--- config.mk ---
export PLATFORM = sky130hd
export DESIGN_NAME = branch_target_buffer
export DESIGN_NICKNAME = d
export VERILOG_FILES = /design/src/rtl/bpu_pkg.sv /design/src/rtl/btb_entry_array.sv /design/src/rtl/branch_target_buffer.sv
export SDC_FILE = /design/constraint.sdc
export NUM_CORES = 1
export LEC_CHECK = 0
export BUFFER_PORTS_ARGS = -buffer_cell sky130_fd_sc_hd__buf_2
export CORE_AREA = 3 3 172 174
export CTS_CLUSTER_DIAMETER = 30
export DETAILED_ROUTE_END_ITERATION = 7
export DIE_AREA = 0 0 175 177
export HOLD_SLACK_MARGIN = 0.15
export PLACE_DENSITY = 0.81
export SETUP_SLACK_MARGIN = 0.3
export SLEW_MARGIN = 15
export SYNTH_ARGS = -nofsm -noshare
export SYNTH_HDL_FRONTEND = slang
export SYNTH_SLANG_ARGS = --single-unit
export TNS_END_PERCENT = 30
--- constraint.sdc ---
create_clock -name clk -period 22.9 [get_ports clk]
set_input_delay 3.435 -clock clk [delete_from_list [all_inputs] [get_ports clk]]
set_output_delay 3.435 -clock clk [all_outputs]
set_load 0.005 [all_outputs]
--- src/rtl/bpu_pkg.sv ---
// Shared definitions for the branch predictor: 2-bit counter
// encodings, the reset state, and the saturating update function.
package bpu_pkg;

    localparam logic [1:0] SNT = 2'd0;
    localparam logic [1:0] WNT = 2'd1;
    localparam logic [1:0] WT  = 2'd2;
    localparam logic [1:0] ST  = 2'd3;

    // Counter value after reset and reported on a lookup miss
    localparam logic [1:0] CNT_RST = WNT;

    // Counter value given to a freshly allocated entry
    localparam logic [1:0] CNT_ALLOC = WT;

    function automatic logic [1:0] sat_next(
        input logic [1:0] state,
        input logic       taken
    );
        logic [1:0] nxt;
        nxt = state;
        if (taken) begin
            if (state != ST)
                nxt = state + 2'd1;
        end else begin
            if (state != SNT)
                nxt = state - 2'd1;
        end
        return nxt;
    endfunction

endpackage

--- src/rtl/btb_entry_array.sv ---
// Direct-mapped BTB storage: two asynchronous read ports (fetch
// lookup and EX update), one synchronous write port, async reset.
module btb_entry_array
    import bpu_pkg::*;
#(
    parameter int PC_W  = 10,
    parameter int IDX_W = 4
) (
    input  logic                   clk,
    input  logic                   rst,
    input  logic [IDX_W-1:0]       i_lk_idx,
    output logic                   o_lk_valid,
    output logic [PC_W-IDX_W-1:0]  o_lk_tag,
    output logic [PC_W-1:0]        o_lk_target,
    output logic [1:0]             o_lk_state,
    input  logic [IDX_W-1:0]       i_up_idx,
    output logic                   o_up_valid,
    output logic [PC_W-IDX_W-1:0]  o_up_tag,
    output logic [PC_W-1:0]        o_up_target,
    output logic [1:0]             o_up_state,
    input  logic                   i_we,
    input  logic [IDX_W-1:0]       i_wr_idx,
    input  logic [PC_W-IDX_W-1:0]  i_wr_tag,
    input  logic [PC_W-1:0]        i_wr_target,
    input  logic [1:0]             i_wr_state
);

    localparam int DEPTH = 1 << IDX_W;
    localparam int TAG_W = PC_W - IDX_W;

    logic             r_valid  [DEPTH];
    logic [TAG_W-1:0] r_tag    [DEPTH];
    logic [PC_W-1:0]  r_target [DEPTH];
    logic [1:0]       r_state  [DEPTH];

    assign o_lk_valid  = r_valid[i_lk_idx];
    assign o_lk_tag    = r_tag[i_lk_idx];
    assign o_lk_target = r_target[i_lk_idx];
    assign o_lk_state  = r_state[i_lk_idx];

    assign o_up_valid  = r_valid[i_up_idx];
    assign o_up_tag    = r_tag[i_up_idx];
    assign o_up_target = r_target[i_up_idx];
    assign o_up_state  = r_state[i_up_idx];

    // Entry storage: clear everything on reset, write one entry per cycle
    always_ff @(posedge clk or posedge rst) begin
        if (rst) begin
            for (int i = 0; i < DEPTH; i++) begin
                r_valid[i]  <= 1'b0;
                r_tag[i]    <= '0;
                r_target[i] <= '0;
                r_state[i]  <= CNT_RST;
            end
        end else if (i_we) begin
            r_valid[i_wr_idx]  <= 1'b1;
            r_tag[i_wr_idx]    <= i_wr_tag;
            r_target[i_wr_idx] <= i_wr_target;
            r_state[i_wr_idx]  <= i_wr_state;
        end
    end

endmodule

--- src/rtl/branch_target_buffer.sv ---
// Branch target buffer top: zero-latency fetch lookup, EX-driven
// training with allocate-on-taken, and saturating statistics.
module branch_target_buffer
    import bpu_pkg::*;
#(
    parameter int PC_W   = 10,
    parameter int IDX_W  = 4,
    parameter int STAT_W = 16
) (
    input  logic              clk,
    input  logic              rst,
    input  logic [PC_W-1:0]   lookup_pc,
    input  logic              hold,
    output logic              pred_hit,
    output logic              prediction,
    output logic [PC_W-1:0]   pred_target,
    output logic [1:0]        pred_state,
    input  logic              update_en,
    input  logic [PC_W-1:0]   update_pc,
    input  logic              update_taken,
    input  logic [PC_W-1:0]   update_target,
    input  logic              update_mispredict,
    output logic [STAT_W-1:0] stat_lookups,
    output logic [STAT_W-1:0] stat_mispredicts
);

    localparam int TAG_W = PC_W - IDX_W;

    logic [IDX_W-1:0] w_lk_idx;
    logic [TAG_W-1:0] w_lk_tag;
    logic             w_lk_valid;
    logic [TAG_W-1:0] w_lk_etag;
    logic [PC_W-1:0]  w_lk_target;
    logic [1:0]       w_lk_state;
    logic             w_lk_hit;

    logic [IDX_W-1:0] w_up_idx;
    logic [TAG_W-1:0] w_up_tag;
    logic             w_up_valid;
    logic [TAG_W-1:0] w_up_etag;
    logic [PC_W-1:0]  w_up_target;
    logic [1:0]       w_up_state;
    logic             w_up_hit;

    logic             w_we;
    logic [PC_W-1:0]  w_wr_target;
    logic [1:0]       w_wr_state;

    logic [STAT_W-1:0] r_lookups;
    logic [STAT_W-1:0] r_mispredicts;

    assign w_lk_idx = lookup_pc[IDX_W-1:0];
    assign w_lk_tag = lookup_pc[PC_W-1:IDX_W];
    assign w_up_idx = update_pc[IDX_W-1:0];
    assign w_up_tag = update_pc[PC_W-1:IDX_W];

    btb_entry_array #(
        .PC_W  (PC_W),
        .IDX_W (IDX_W)
    ) u_array (
        .clk         (clk),
        .rst         (rst),
        .i_lk_idx    (w_lk_idx),
        .o_lk_valid  (w_lk_valid),
        .o_lk_tag    (w_lk_etag),
        .o_lk_target (w_lk_target),
        .o_lk_state  (w_lk_state),
        .i_up_idx    (w_up_idx),
        .o_up_valid  (w_up_valid),
        .o_up_tag    (w_up_etag),
        .o_up_target (w_up_target),
        .o_up_state  (w_up_state),
        .i_we        (w_we),
        .i_wr_idx    (w_up_idx),
        .i_wr_tag    (w_up_tag),
        .i_wr_target (w_wr_target),
        .i_wr_state  (w_wr_state)
    );

    assign w_lk_hit = w_lk_valid && (w_lk_etag == w_lk_tag);
    assign w_up_hit = w_up_valid && (w_up_etag == w_up_tag);

    assign pred_hit    = w_lk_hit;
    assign prediction  = w_lk_hit && w_lk_state[1];
    assign pred_target = w_lk_hit ? w_lk_target : '0;
    assign pred_state  = w_lk_hit ? w_lk_state : CNT_RST;

    // Training: hits update the counter, taken misses allocate
    always_comb begin
        w_we        = 1'b0;
        w_wr_target = w_up_target;
        w_wr_state  = w_up_state;
        if (update_en) begin
            if (w_up_hit) begin
                w_we       = 1'b1;
                w_wr_state = sat_next(w_up_state, update_taken);
                if (update_taken)
                    w_wr_target = update_target;
            end else if (update_taken) begin
                w_we        = 1'b1;
                w_wr_state  = CNT_ALLOC;
                w_wr_target = update_target;
            end
        end
    end

    // Statistics counters saturate at all-ones instead of wrapping
    always_ff @(posedge clk or posedge rst) begin
        if (rst) begin
            r_lookups     <= '0;
            r_mispredicts <= '0;
        end else begin
            if (!hold && r_lookups != '1)
                r_lookups <= r_lookups + STAT_W'(1);
            if (update_en && update_mispredict && r_mispredicts != '1)
                r_mispredicts <= r_mispredicts + STAT_W'(1);
        end
    end

    assign stat_lookups     = r_lookups;
    assign stat_mispredicts = r_mispredicts;

endmodule

# Word level (Yosys, flattened, before mapping)
# Cells that the tools add are included.
# totals
input_bits	36
reg_bits	336
word_cells	138
output_inout_bits	46
# classes
muxes	48
eq_ne	5
order_cmp	3
add_sub_neg	4
n_reduce_logical	9
bitwise	3
# ops
operator	n
160-bit bitwise mux	1
96-bit bitwise mux	1
10-bit binary-select mux with 4-bit select	2
10-bit two-way mux	8
6-bit binary-select mux with 4-bit select	2
10-bit demux with 4-bit select	1
16-bit by 1-bit adder with 16-bit output (second input constant)	2
32-bit bitwise mux	1
16-bit != test (second input constant)	2
6-bit two-way mux	5
6-bit demux with 4-bit select	1
2-bit two-way mux	12
2-bit binary-select mux with 4-bit select	2
16-bit bitwise OR	1
6-bit == test	2
5-bit >= comparator (second input constant)	2
4-bit inverter with 5-bit output	2
1-bit binary-select mux with 4-bit select	2
2-bit demux with 4-bit select	1
1-bit two-way mux	8
1-bit logical AND	7
5-bit by 1-bit < comparator with 1-bit output (second input constant)	1
1-bit demux with 4-bit select	1
2-bit by 1-bit adder with 2-bit output (second input constant)	1
other kinds (4)	4

# Longest topological paths before layout
# depth
ltp_word	10
mapped_depth	14
mapped_depth_nobuf	8

# By module
# Synthesis repeated with hierarchy kept, for this count alone.
# unflattened
cells_unflattened	1191
hier_area_um2	17770.8
# modules_own_cells
module	area_per_inst_um2	cells_per_inst	instances	seq_area_each_um2
btb_entry_array	15792.6	995	1	7627.3
branch_target_buffer	1978.1	196	1	800.8

# Worst setup path before layout
# No wires, ideal clock.
# synth_path
path_kind	input -> output
startpoint	in lookup_pc[0]
endpoint	out pred_state[1]
arrival_time_ns	6.114
n_path_buf	5
slack_ns	13.351
stages	8
path_cell_list	buf_2 -> buf_2 -> buf_1 -> buf_2 -> mux4_2 -> mux4_2 -> nor2b_1 -> buf_4
# synth_between
elab_chain_cells	7
elab_cells_between_ends	13
cone_classes	1 x eq/ne; 10 x mux; 1 x bitwise; 1 x reduce/logical
# synth_rtl
item	line	source
from (decl)	branch_target_buffer.sv:12	input logic [PC_W-1:0] lookup_pc,
4-bit inverter with 5-bit output (not written as such) (*)	btb_entry_array.sv:36, btb_entry_array.sv:37, btb_entry_array.sv:39	
6-bit binary-select mux with 4-bit select	btb_entry_array.sv:37	assign o_lk_tag = r_tag[i_lk_idx];
6-bit two-way mux (not written as such) (2 in series)	btb_entry_array.sv:37	
6-bit == test	branch_target_buffer.sv:80	assign w_lk_hit = w_lk_valid && (w_lk_etag == w_lk_tag);
1-bit logical AND	branch_target_buffer.sv:80	
2-bit two-way mux (*)	branch_target_buffer.sv:86	assign pred_state = w_lk_hit ? w_lk_state : CNT_RST;
to (decl)	branch_target_buffer.sv:17	output logic [1:0] pred_state,
# Every way passes the cells marked *; elsewhere a longest branch is shown, timed or not. The select of a mux whose other input is x is not followed.

# Worst setup path after layout
# layout_path
startpoint	in lookup_pc[0]
endpoint	out pred_state[0]
# The elaborated chain is that of the path after synthesis.

==> flow_summary.json <==
{
  "synth.top_cell.area_share_pct": 43.9,
  "wl_um": 45700,
  "yosys.cell_types.count": 58,
  "tightestPinTransition_ns": 1.11,
  "hold_buffers": 0,
  "ys_seq_area_share_pct": 46.2,
  "drive_gt1_share_pct": 53.5,
  "status": "finished, final reports clean",
  "gp_congestion": 0.838,
  "clk_latency_ns": 0.56,
  "areaGrowthSynthToFinish_pct": 16.2,
  "worstPathMaxFanout": 42,
  "dp_cells": 1537,
  "postCtsSetupBuffers": 0,
  "maxSlewViolCount": 0,
  "cts_sinks": 336,
  "dieWidth_um": 175,
  "io_buffers": 81,
  "syn_inst": 1163,
  "start_util_pct": 65.4,
  "cts_max_level": 3,
  "grt_max_degree": 196,
  "die_area_sq_um": 31000,
  "yosysWarnings": 0,
  "gr-usage-all-layers_pct": 30.5,
  "fin_nets": 1274,
  "cts_root_buf": "clkbuf_16",
  "fin_crit_ns": 11.16,
  "place_hpwl_um": 24700,
  "min_path_cells": 1,
  "cts_tree": "done",
  "rsz0062_at_grt": "false",
  "netlist_area_sq_um": 18300,
  "cts_buffers": 75,
  "grt_pass1_vias": 12254,
  "hold_start": "u_array.r_valid[9]$_DFFE_PP0P_",
  "wire_per_inst_um": 27.4,
  "ioPinCount": 82,
  "r2r_end": "u_array.r_state[17]$_DFFE_PP0P_",
  "final_antenna_net_count": 0,
  "final_cells": 1671,
  "path_class": "in2out",
  "ys_top_cells_by_area": "dfrtp_1 44%, mux4_2 20%, mux2_2 14%",
  "vdd_drop_max_mv": 0.0938,
  "ff2ff_path_depth": 9,
  "ys_top_cells_by_count": "320 x dfrtp_1, 224 x mux2_2, 164 x mux4_2",
  "drc": 0,
  "synth-seq-cells": 336,
  "vias": 11294,
  "clock_path_buffers": 3,
  "drt-initial-drc-count": 982,
  "critPathLaunchType": "input port",
  "final-hold-violation-count": 0,
  "hp-class": "reg2reg",
  "crit_arrival_ns": 7.72,
  "maxCapViolCount": 0,
  "r2r_slack_ns": 18.52,
  "via_per_inst": 6.76,
  "synth_nets": 1201,
  "overflow": 0,
  "cp.required_ns": 19.47,
  "place_ws_ns": 11.68,
  "dr.pass1.iters": 5,
  "n_fill_cell": 1625,
  "syn_area_per_cell_sq_um": 15.7,
  "p_leak_nw": 9.71,
  "antenna_found_initial": 0,
  "fin_worst_skew_ns": 0.0174,
  "grt_pass1_wl_um": 71900,
  "cts_resized": 0,
  "yosysMostFrequentCell": "dfrtp_1",
  "setup_viol": 0,
  "synth_edf_count": 0,
  "max_freq_ghz": 0.0896,
  "die_h_um": 177,
  "fin_tns_setup_ns": 0,
  "end_kind": "primary output",
  "synth_top_cell_by_area": "dfrtp_1",
  "synth_ff_type": "dfrtp_1",
  "post-route-period-util_pct": 48.7,
  "async_flop_share_pct": 100,
  "num_rows": 61,
  "fin_ws_ns": 11.75,
  "hold_end": "u_array.r_valid[9]$_DFFE_PP0P_",
  "power_density_nw_per_um2": 101,
  "r2r_start": "u_array.r_tag[26]$_DFFE_PP0P_",
  "core_sq_um": 27900,
  "relSlewSlack_pct": 26.1,
  "clk_pin_slew_ns": 0.04
}
[how the worst max path moves through the flow]
stage,start,to,slack [ns]
3_3_place_gp,lookup_pc[0],pred_state[0],11.73
2_1_floorplan,rst,stat_lookups[0]$_DFFE_PP0P_,10.18
4_1_cts,lookup_pc[0],pred_state[0],11.68
3_5_place_dp,lookup_pc[0],pred_state[0],11.68
5_1_grt,lookup_pc[0],pred_state[0],11.47
6_report,lookup_pc[0],pred_state[0],11.75
[flip-flops by register name, summed over array words and instances, names as in the netlist]
register / count
stat_mispredicts: 16
u_array.r_tag: 96
u_array.r_state: 32
u_array.r_target: 160
u_array.r_valid: 16
stat_lookups: 16
[through the flow]
step	area, sq um	power, mW	util [%]	hold WS [ns]
finish	21200	2.15	76.0	0.482
global route	21200	2.23	75.9	0.505
CTS	21200	2.16	75.9	0.480
detailed placement	18700	1.09	67.0	0.471
global placement	18700	1.07	67.0	0.472
floorplan	18300	1.01	-	0.446
[critical path, stage by stage]
cell     delay, ns
buf_4         0.56
buf_4         0.79
mux4_2        0.60
mux4_2        0.49
xnor2_1       0.17
nand4_1       0.16
or4_1         0.98
or2_1         0.38
buf_2         0.12
[area by class of cell]
class | count | area [sq um] | share of cell area [%]
Inverter | 10 | 45.0 | 0.212
Clock inverter | 35 | 434 | 2.05
Multi-Input combinational cell | 718 | 9230 | 43.5
Clock buffer | 98 | 2070 | 9.78
Sequential cell | 336 | 8430 | 39.7
Timing Repair Buffer | 95 | 533 | 2.51
Antenna cell | 1 | 2.50 | 0.0118
Tap cell | 378 | 473 | 2.23
[cells by family after synthesis]
group	Yosys count	synth area share (%)
buffers and inverters	109	3.39
AOI/OAI and AO/OA	50	2.11
DFF	336	46.2
adders and majority gates	2	0.137
xor gates and xnor gates	39	1.87
muxes	496	41.5
and+or+nand+nor	131	4.78
[layout by cell type (no fill, tap or decap), types with 10 or more instances in the layout]
cell type  Yosys  routed
buf_4         10      17
clkbuf_1      41      13
dfstp_2       16      16
o2bb2ai_1     11      11
mux2i_1       45      45
mux4_2       164     164
nor2_1        14      14
nor2b_1       16      16
nand2_1       25      25
mux2_1        13      13
mux2_4        48      48
dfrtp_1      320     320
buf_2         25      77
xnor2_1       24      24
clkinv_2       0      15
nand2b_1      13      13
xor2_1        15      15
mux2_2       224     224
nand3_1       10      10
clkbuf_16      0      76
[routing by layer]
| layer | share of wire [%] | vias to the layer above | GRT usage, % |
|---|---|---|---|
| met5 | 0 | - | 0 |
| met4 | 3.6 | 0 | 13.0 |
| met3 | 6.9 | 129 | 5.77 |
| met2 | 50 | 499 | 50.2 |
| met1 | 39 | 6011 | 40.5 |
| li1 | - | 4655 | - |
[where the power goes]
group / switching (mW) / total (mW) / internal (mW)
registers: 0.0812 / 0.773 / 0.692
logic: 0.128 / 0.317 / 0.188
clock network: 0.333 / 1.06 / 0.724
total: 0.542 / 2.15 / 1.60
Power figures use the tool's default switching activity.
